[config.mk]
export PLATFORM = sky130hd
export DESIGN_NAME = wb_stage
export DESIGN_NICKNAME = d
export VERILOG_FILES = /design/src/rtl/wb_stage.sv
export SDC_FILE = /design/constraint.sdc
export NUM_CORES = 1
export LEC_CHECK = 0
export ABC_AREA = 1
export CELL_PAD_IN_SITES_DETAIL_PLACEMENT = 1
export CELL_PAD_IN_SITES_GLOBAL_PLACEMENT = 2
export CORE_UTILIZATION = 28
export DETAILED_ROUTE_END_ITERATION = 12
export GPL_ROUTABILITY_DRIVEN = 0
export PLACE_DENSITY = 0.75
export SKIP_LAST_GASP = 1
export SYNTH_ARGS = -nofsm -noshare
export SYNTH_HDL_FRONTEND = slang
export SYNTH_SLANG_ARGS = --single-unit
export TNS_END_PERCENT = 20
[constraint.sdc]
create_clock -name clk -period 3.6 [get_ports clk]
set_input_delay 0.54 -clock clk [delete_from_list [all_inputs] [get_ports clk]]
set_output_delay 0.54 -clock clk [all_outputs]
set_load 0.02 [all_outputs]
[src/rtl/wb_stage.sv]
// Write-back stage: arbitrates the single register-file write port between the
// in-order MEM result and a small FIFO of out-of-order long-latency results.
module wb_stage #(
    parameter int DEPTH      = 2,
    parameter int STARVE_MAX = 4
) (
    input  logic        clk,
    input  logic        rst,
    input  logic        M_valid,
    input  logic [4:0]  M_rd,
    input  logic        M_reg_write_enable,
    input  logic        M_reg_write_enable_f,
    input  logic        M_wb_data_sel,
    input  logic [2:0]  M_funct3,
    input  logic [1:0]  M_addr_lo,
    input  logic [31:0] M_alu_result,
    input  logic [31:0] M_ld_data,
    input  logic        L_valid,
    output logic        L_ready,
    input  logic [4:0]  L_rd,
    input  logic        L_is_fp,
    input  logic [31:0] L_data,
    output logic        L_pending,
    output logic        W_write_enable,
    output logic        W_write_enable_f,
    output logic [4:0]  W_rd,
    output logic [31:0] W_rd_data,
    output logic        W_stall_req
);

    localparam int PTR_W = $clog2(DEPTH);
    localparam int CNT_W = $clog2(DEPTH + 1);
    localparam int STV_W = $clog2(STARVE_MAX + 1);
    localparam int ENT_W = 38;

    logic [ENT_W-1:0] fifo_mem [DEPTH];
    logic [PTR_W-1:0] rd_ptr_reg, wr_ptr_reg;
    logic [CNT_W-1:0] count_reg, count_next;
    logic [STV_W-1:0] starve_reg, starve_next;
    logic             stall_reg, stall_next;
    logic             we_reg, we_next;
    logic             we_f_reg, we_f_next;
    logic [4:0]       rd_reg, rd_next;
    logic [31:0]      data_reg, data_next;

    logic             push, pop, fifo_nonempty, m_eligible;
    logic [ENT_W-1:0] head;
    logic             head_fp;
    logic [4:0]       head_rd;
    logic [31:0]      head_data;

    logic [7:0]       ld_bytes  [4];
    logic [15:0]      ld_halves [2];
    logic [7:0]       ld_byte;
    logic [15:0]      ld_half;
    logic [31:0]      ld_fmt;

    // Byte and halfword lanes of the aligned load word.
    genvar gi;
    generate
        for (gi = 0; gi < 4; gi++) begin : g_byte_lane
            assign ld_bytes[gi] = M_ld_data[8*gi +: 8];
        end
        for (gi = 0; gi < 2; gi++) begin : g_half_lane
            assign ld_halves[gi] = M_ld_data[16*gi +: 16];
        end
    endgenerate

    assign ld_byte = ld_bytes[M_addr_lo];
    assign ld_half = ld_halves[M_addr_lo[1]];

    always_comb begin
        ld_fmt = M_ld_data;
        case (M_funct3)
            3'b000:  ld_fmt = {{24{ld_byte[7]}}, ld_byte};
            3'b001:  ld_fmt = {{16{ld_half[15]}}, ld_half};
            3'b100:  ld_fmt = {24'd0, ld_byte};
            3'b101:  ld_fmt = {16'd0, ld_half};
            default: ld_fmt = M_ld_data;
        endcase
    end

    assign L_ready       = (count_reg != CNT_W'(DEPTH));
    assign fifo_nonempty = (count_reg != '0);
    assign L_pending     = fifo_nonempty;

    // A stall cycle masks MEM so the FIFO head is guaranteed the port.
    assign m_eligible = M_valid & (M_reg_write_enable | M_reg_write_enable_f) & ~stall_reg;
    assign pop        = fifo_nonempty & ~m_eligible;
    assign push       = L_valid & L_ready;

    assign head      = fifo_mem[rd_ptr_reg];
    assign head_fp   = head[37];
    assign head_rd   = head[36:32];
    assign head_data = head[31:0];

    always_ff @(posedge clk) begin
        if (push) begin
            fifo_mem[wr_ptr_reg] <= {L_is_fp, L_rd, L_data};
        end
    end

    always_comb begin
        count_next = count_reg;
        case ({push, pop})
            2'b10:   count_next = count_reg + CNT_W'(1);
            2'b01:   count_next = count_reg - CNT_W'(1);
            default: count_next = count_reg;
        endcase
    end

    always_comb begin
        starve_next = '0;
        stall_next  = 1'b0;
        if (fifo_nonempty && !pop) begin
            starve_next = starve_reg + STV_W'(1);
            stall_next  = (starve_next == STV_W'(STARVE_MAX));
        end
    end

    // Port arbitration; x0 integer writes still occupy the slot.
    always_comb begin
        we_next   = 1'b0;
        we_f_next = 1'b0;
        rd_next   = rd_reg;
        data_next = data_reg;
        if (m_eligible) begin
            we_next   = M_reg_write_enable & (M_rd != 5'd0);
            we_f_next = M_reg_write_enable_f;
            rd_next   = M_rd;
            data_next = M_wb_data_sel ? ld_fmt : M_alu_result;
        end else if (pop) begin
            we_next   = ~head_fp & (head_rd != 5'd0);
            we_f_next = head_fp;
            rd_next   = head_rd;
            data_next = head_data;
        end
    end

    always_ff @(posedge clk or posedge rst) begin
        if (rst) begin
            rd_ptr_reg <= '0;
            wr_ptr_reg <= '0;
            count_reg  <= '0;
            starve_reg <= '0;
            stall_reg  <= 1'b0;
            we_reg     <= 1'b0;
            we_f_reg   <= 1'b0;
            rd_reg     <= '0;
            data_reg   <= '0;
        end else begin
            if (push) wr_ptr_reg <= wr_ptr_reg + PTR_W'(1);
            if (pop)  rd_ptr_reg <= rd_ptr_reg + PTR_W'(1);
            count_reg  <= count_next;
            starve_reg <= starve_next;
            stall_reg  <= stall_next;
            we_reg     <= we_next;
            we_f_reg   <= we_f_next;
            rd_reg     <= rd_next;
            data_reg   <= data_next;
        end
    end

    assign W_write_enable   = we_reg;
    assign W_write_enable_f = we_f_reg;
    assign W_rd             = rd_reg;
    assign W_rd_data        = data_reg;
    assign W_stall_req      = stall_reg;

endmodule

======== Word-level counts from Yosys, hierarchy flattened ========
Memory sizes are Yosys's and may differ from the RTL's.
Cells that the tools add are included.
word-level totals
  output and inout port bits .............. 42
  bits in registers ....................... 47
  input bits .............................. 119
  logic and storage cells ................. 65
  memories kept ........................... 1
  bits in writable memories ............... 76
operators by class
  add/sub/neg operators ................... 5
  bitwise gates (word level) .............. 12
  reduce and logical (&&, ||, !) cells .... 8
  equal/unequal tests ..................... 7
  magnitude comparators ................... 2
  multiplexer cells ....................... 21
memory list
  memory    depth  bits a word  rd ports  clocked after memory_dff  wr ports  RTL line  RTL
  fifo_mem  2      38           1         0                         1         36        logic [ENT_W-1:0] fifo_mem [DEPTH];
operators by type and width
  cell                 number
  $pmux 32 s4          1
  $mux 32              3
  $mux 16              3
  $bmux 8 s2           1
  $mux 8               2
  $mux 5               2
  $reduce_bool 5->1    2
  $eq 3x3->1 const B   3
  $mux 1               7
  $and 1x1->1          6
  $reduce_bool 2->1    3
  $pmux 2 s2           1
  $add 3x1->3 const B  1
  $eq 3x1->1 const B   1
  $ge 3x3->1 const B   1
  $logic_not 3->1      1
  $mux 3               1
  $not 1->1            3
  $not 2->3            1
  $add 1x1->1 const B  2
  $add 2x1->2 const B  1
  $eq 2x1->1 const B   1
  $eq 2x2->1 const B   1
  $ge 2x2->1 const B   1
  other kinds (6)      6

======== Longest topological paths before layout ========
  word-level depth ........................ 8
  gate-level depth with buffers ........... 11

======== Least setup slack after synthesis ========
Ideal clock, no wire load.
  kind .................................... register -> register
  start point ............................. reg count_reg[0]
  end point ............................... mem fifo_mem[1][0] (enable)
  setup slack ............................. 771 ps
  clock period less this slack ............ 2829 ps
  data required time ...................... 3165 ps
  setup time .............................. 435 ps
  stages on the path, launching flop included .. 5
  buffers on the path ..................... 0
  arrival ................................. 2394 ps
  cell sequence ........................... dfrtp_1 -> inv_1 -> nand2_1 -> nand2_1 -> nor2_1
between the ends
  longest elaborated chain between the ends .. 4
ends and longest elaborated chain
  what                          RTL line  RTL
  from (decl)                   38        logic [CNT_W-1:0] count_reg, count_next;
  from (signal assigned)        154       count_reg <= count_next;
  $ne 2x2->1                    83        assign L_ready = (count_reg != CNT_W'(DEPTH));
  named net L_ready             19        output logic L_ready,
  $and 1x1->1                   90        assign push = L_valid & L_ready;
  $mux 1                        98        if (push) begin
  $mux 1 (implied by the code)  99        fifo_mem[wr_ptr_reg] <= {L_is_fp, L_rd, L_data};
  to (decl)                     36
The timed path passes the listed nets, and every way through them passes these cells.

======== Worst setup path in the final report ========
  start point ............................. reg count_reg[0]
  end point ............................... out L_pending
between the ends
  longest elaborated chain between the ends .. 1
ends and longest elaborated chain
  what               RTL line  RTL
  $reduce_bool 2->1  84        assign fifo_nonempty = (count_reg != '0);
  to (decl)          23        output logic L_pending,
No other way between the ends.

==> key figures <==
Outcome
  – Status: completed

Layout
  – Max reg flops: 76
  – Filler Cell Count: 2555
  – Finished Layout Cells: 1192
  – Layout cells sized above 1: 0.0900
  – Largest register by flop count: fifo_mem
  – Nets: 1020
  – Synthesis-to-layout area growth: 39.2%

Timing
  – Final hold slack: 0.436 ns
  – Final setup viols: 0
  – Measured slew at the worst slew-check pin: 0.815 ns
  – Period utilization: 0.661
  – FMAX: 420 MHz
  – Hold Violations, Final: 0
  – RSZ-0062 raised after global routing: false
  – Final Skew: 0.00710 ns
  – Worst rel slew slack: 0.457
  – Minimum clock period: 2.38 ns
  – Final WS setup: 1.22 ns
  – Setup_tns: 0 ns
  – Fin. max-slew vios: 0

Routing
  – Post-Route WL: 20400 um
  – Initial drt markers: 160
  – Via count: 5277
  – Vias per inst: 4.43
  – # DRC: 0
  – Post-DRT Antenna Nets: 0
  – Routed WL per cell: 17.1 um
  – Initial DRT Pass Iterations: 4

Placed design
  – Post-Place Cells: 1159
  – IO buf count: 160
  – DPL Wire Length: 14300 um
  – Worst slack at placement: 1.02 ns

Setup path
  – Reg2reg path depth: 5
  – CP Launch Type: register
  – Crit path from: count_reg[0]
  – CP Data Required Time: 3.06 ns
  – WP data arrival: 1.84 ns
  – CP Class: reg -> out
  – CP endpoint kind: output pin
  – Worst setup path end: L_pending
  – Max Fanout on Critical Path: 5
  – R2r setup slk: 1.67 ns
  – Critical R2R Launch: count_reg[0]
  – Worst R2R End: fifo_mem[0][15]

Floorplan
  – Die height: 151 um
  – CORE AREA: 21800 um^2
  – Num rows: 54
  – Starting Density: 0.285
  – I/O pin total: 161
  – Die area: 22800 um^2
  – Die X: 151 um

Synth
  – Proportion of synthesized chip area in sequential cells: 0.556
  – Yosys cell types: 34
  – Cell area after synthesis: 6220 um^2
  – Syn nets: 867
  – Primary FF master, synth: edfxtp_1
  – Post-synth ARST share: 0.382
  – Avg Inst Size Synth: 8.36 um^2
  – Synth Instances: 745
  – Synth Warn #: 0
  – Seq cells post-synth: 123
  – Post-synth EDFFs: 76

Worst hold path
  – Hold Crit Class: reg -> reg

Clocking
  – H-Tree Depth: 4
  – Hold Buf Count CTS: 0
  – Inserted Clock Buffers: 17
  – Clock Path Buffers: 2
  – TritonCTS clock tree: built
  – Reg clk slew, reported paths: 0.06 ns
  – Post-CTS Setup Bufs: 0
  – Clk_lat worst skew: 0.42 ns
  – TritonCTS Sinks: 123
  – Post-CTS Resized: 0
  – Clk root buf: clkbuf_16

Power and ir drop
  – Sw Share: 0.359
  – Clock power frac: 0.285
  – Internal: 0.00402 W
  – VDD IR-drop max: 0.000347 V
  – Power Dens Cells: 725 nW/um^2
  – P_sw: 0.00225 W
  – LEAKAGE: 3.86 nW
  – Comb pwr share: 0.362
  – Sequential share of power: 0.352

GRT
  – Gr usage total: 0.186
  – Vias in the first global route: 5415
  – Largest net degree at the start of global routing: 43
  – Initial antenna violation count: 1
  – First-pass GRT wire length: 31100 um
  – Global route overflow: 0

Run
  – Max_cap viols: 0
-- cells in the final DEF (no fill, tap or decap), types with 2 or more instances in the layout --
cell type	count
a21oi_1	11
buf_4	9
bufinv_16	3
clkbuf_16	17
clkbuf_8	2
clkdlybuf4s50_1	159
clkinv_4	2
clkinvlp_4	3
dfrtp_1	47
edfxtp_1	76
ha_1	3
inv_1	52
inv_2	3
inv_4	3
inv_6	3
mux2i_1	2
nand2_1	353
nand2_2	4
nand2_4	2
nand3_1	6
nand3_2	2
nor2_1	53
nor2_2	11
nor2_4	4
o211ai_1	3
o21ai_0	50
o21bai_1	6
o21bai_2	10
xnor2_1	2
-- metrics by stage --
step	utilization	area, um^2	power [W]
after CTS	0.397	8660	0.00636
final	0.397	8660	0.00628
after global routing	0.397	8660	0.00666
after detailed placement	0.369	8040	0.00454
after global placement	0.369	8040	0.00453
after floorplan	-	6220	0.00350
-- power by group through the flow --
stage | combinational [W] | clock [W] | sequential (W)
after floorplan | 0.00107 | 0 | 0.00244
after global placement | 0.00229 | 0 | 0.00224
after detailed placement | 0.00232 | 0 | 0.00223
after CTS | 0.00233 | 0.00182 | 0.00222
after global routing | 0.00253 | 0.00187 | 0.00226
final | 0.00228 | 0.00179 | 0.00221
-- worst min path at each step --
stage,slack (ns),to,cells after the start,startpoint
detailed placement,0.43,starve_reg[0],1,starve_reg[0]
global route,0.45,starve_reg[0],1,starve_reg[0]
CTS,0.44,starve_reg[0],1,starve_reg[0]
finish,0.44,starve_reg[0],1,starve_reg[0]
global placement,0.43,starve_reg[0],1,starve_reg[0]
floorplan,0.41,starve_reg[0],1,starve_reg[0]
-- worst max-delay path: stages (launching register included) --
cell and delay [ns]:
dfrtp_1 0.42, nor2_1 0.32, inv_1 0.12, clkdlybuf4s50_1 0.56
-- cells by family after synthesis --
kind of cell             count (synthesis)  share of synthesized area
multiplexers                             2                    0.00322
adder cells (fa/ha/maj)                  3                    0.00603
buffers and inverters                   93                     0.0710
AO/OA/AOI/OAI                           83                     0.0816
XOR/XNOR                                 3                    0.00422
flip-flops                             123                      0.556
AND/OR/NAND/NOR                        438                      0.278
-- synth_stat cells (all sizes together), types with 3 or more instances --
cell type	count	area (um^2)
nor2	68	293
buf	22	168
nand2	359	1370
edfxtp	76	2280
ha	3	37.5
o21ai	52	264
a21oi	12	63.8
clkbuf	13	48.8
o211ai	3	22.5
nand3	8	50.1
dfrtp	47	1180
o21bai	16	158
inv	58	225
-- final cells by class --
type	instances	area [um^2]	share of cell area
Antenna cell	1	2.50	0.000289
Clock buffer	20	457	0.0527
Clock inverter	12	161	0.0186
Inverter	58	225	0.0260
Multi-Input combinational cell	529	2340	0.271
Sequential cell	123	3460	0.399
Tap cell	280	350	0.0404
Timing Repair Buffer	169	1660	0.192
-- metal layers --
metal / GRT usage / vias to the layer above / part of all wire
met1: 0.251 / 2496 / 0.48
met3: 0.0295 / 17 / 0.039
met2: 0.305 / 108 / 0.47
li1: - / 2656 / -
met5: 0 / - / 0
met4: 0.0605 / 0 / 0.014
No activity file was read; power rests on OpenSTA's default activity.
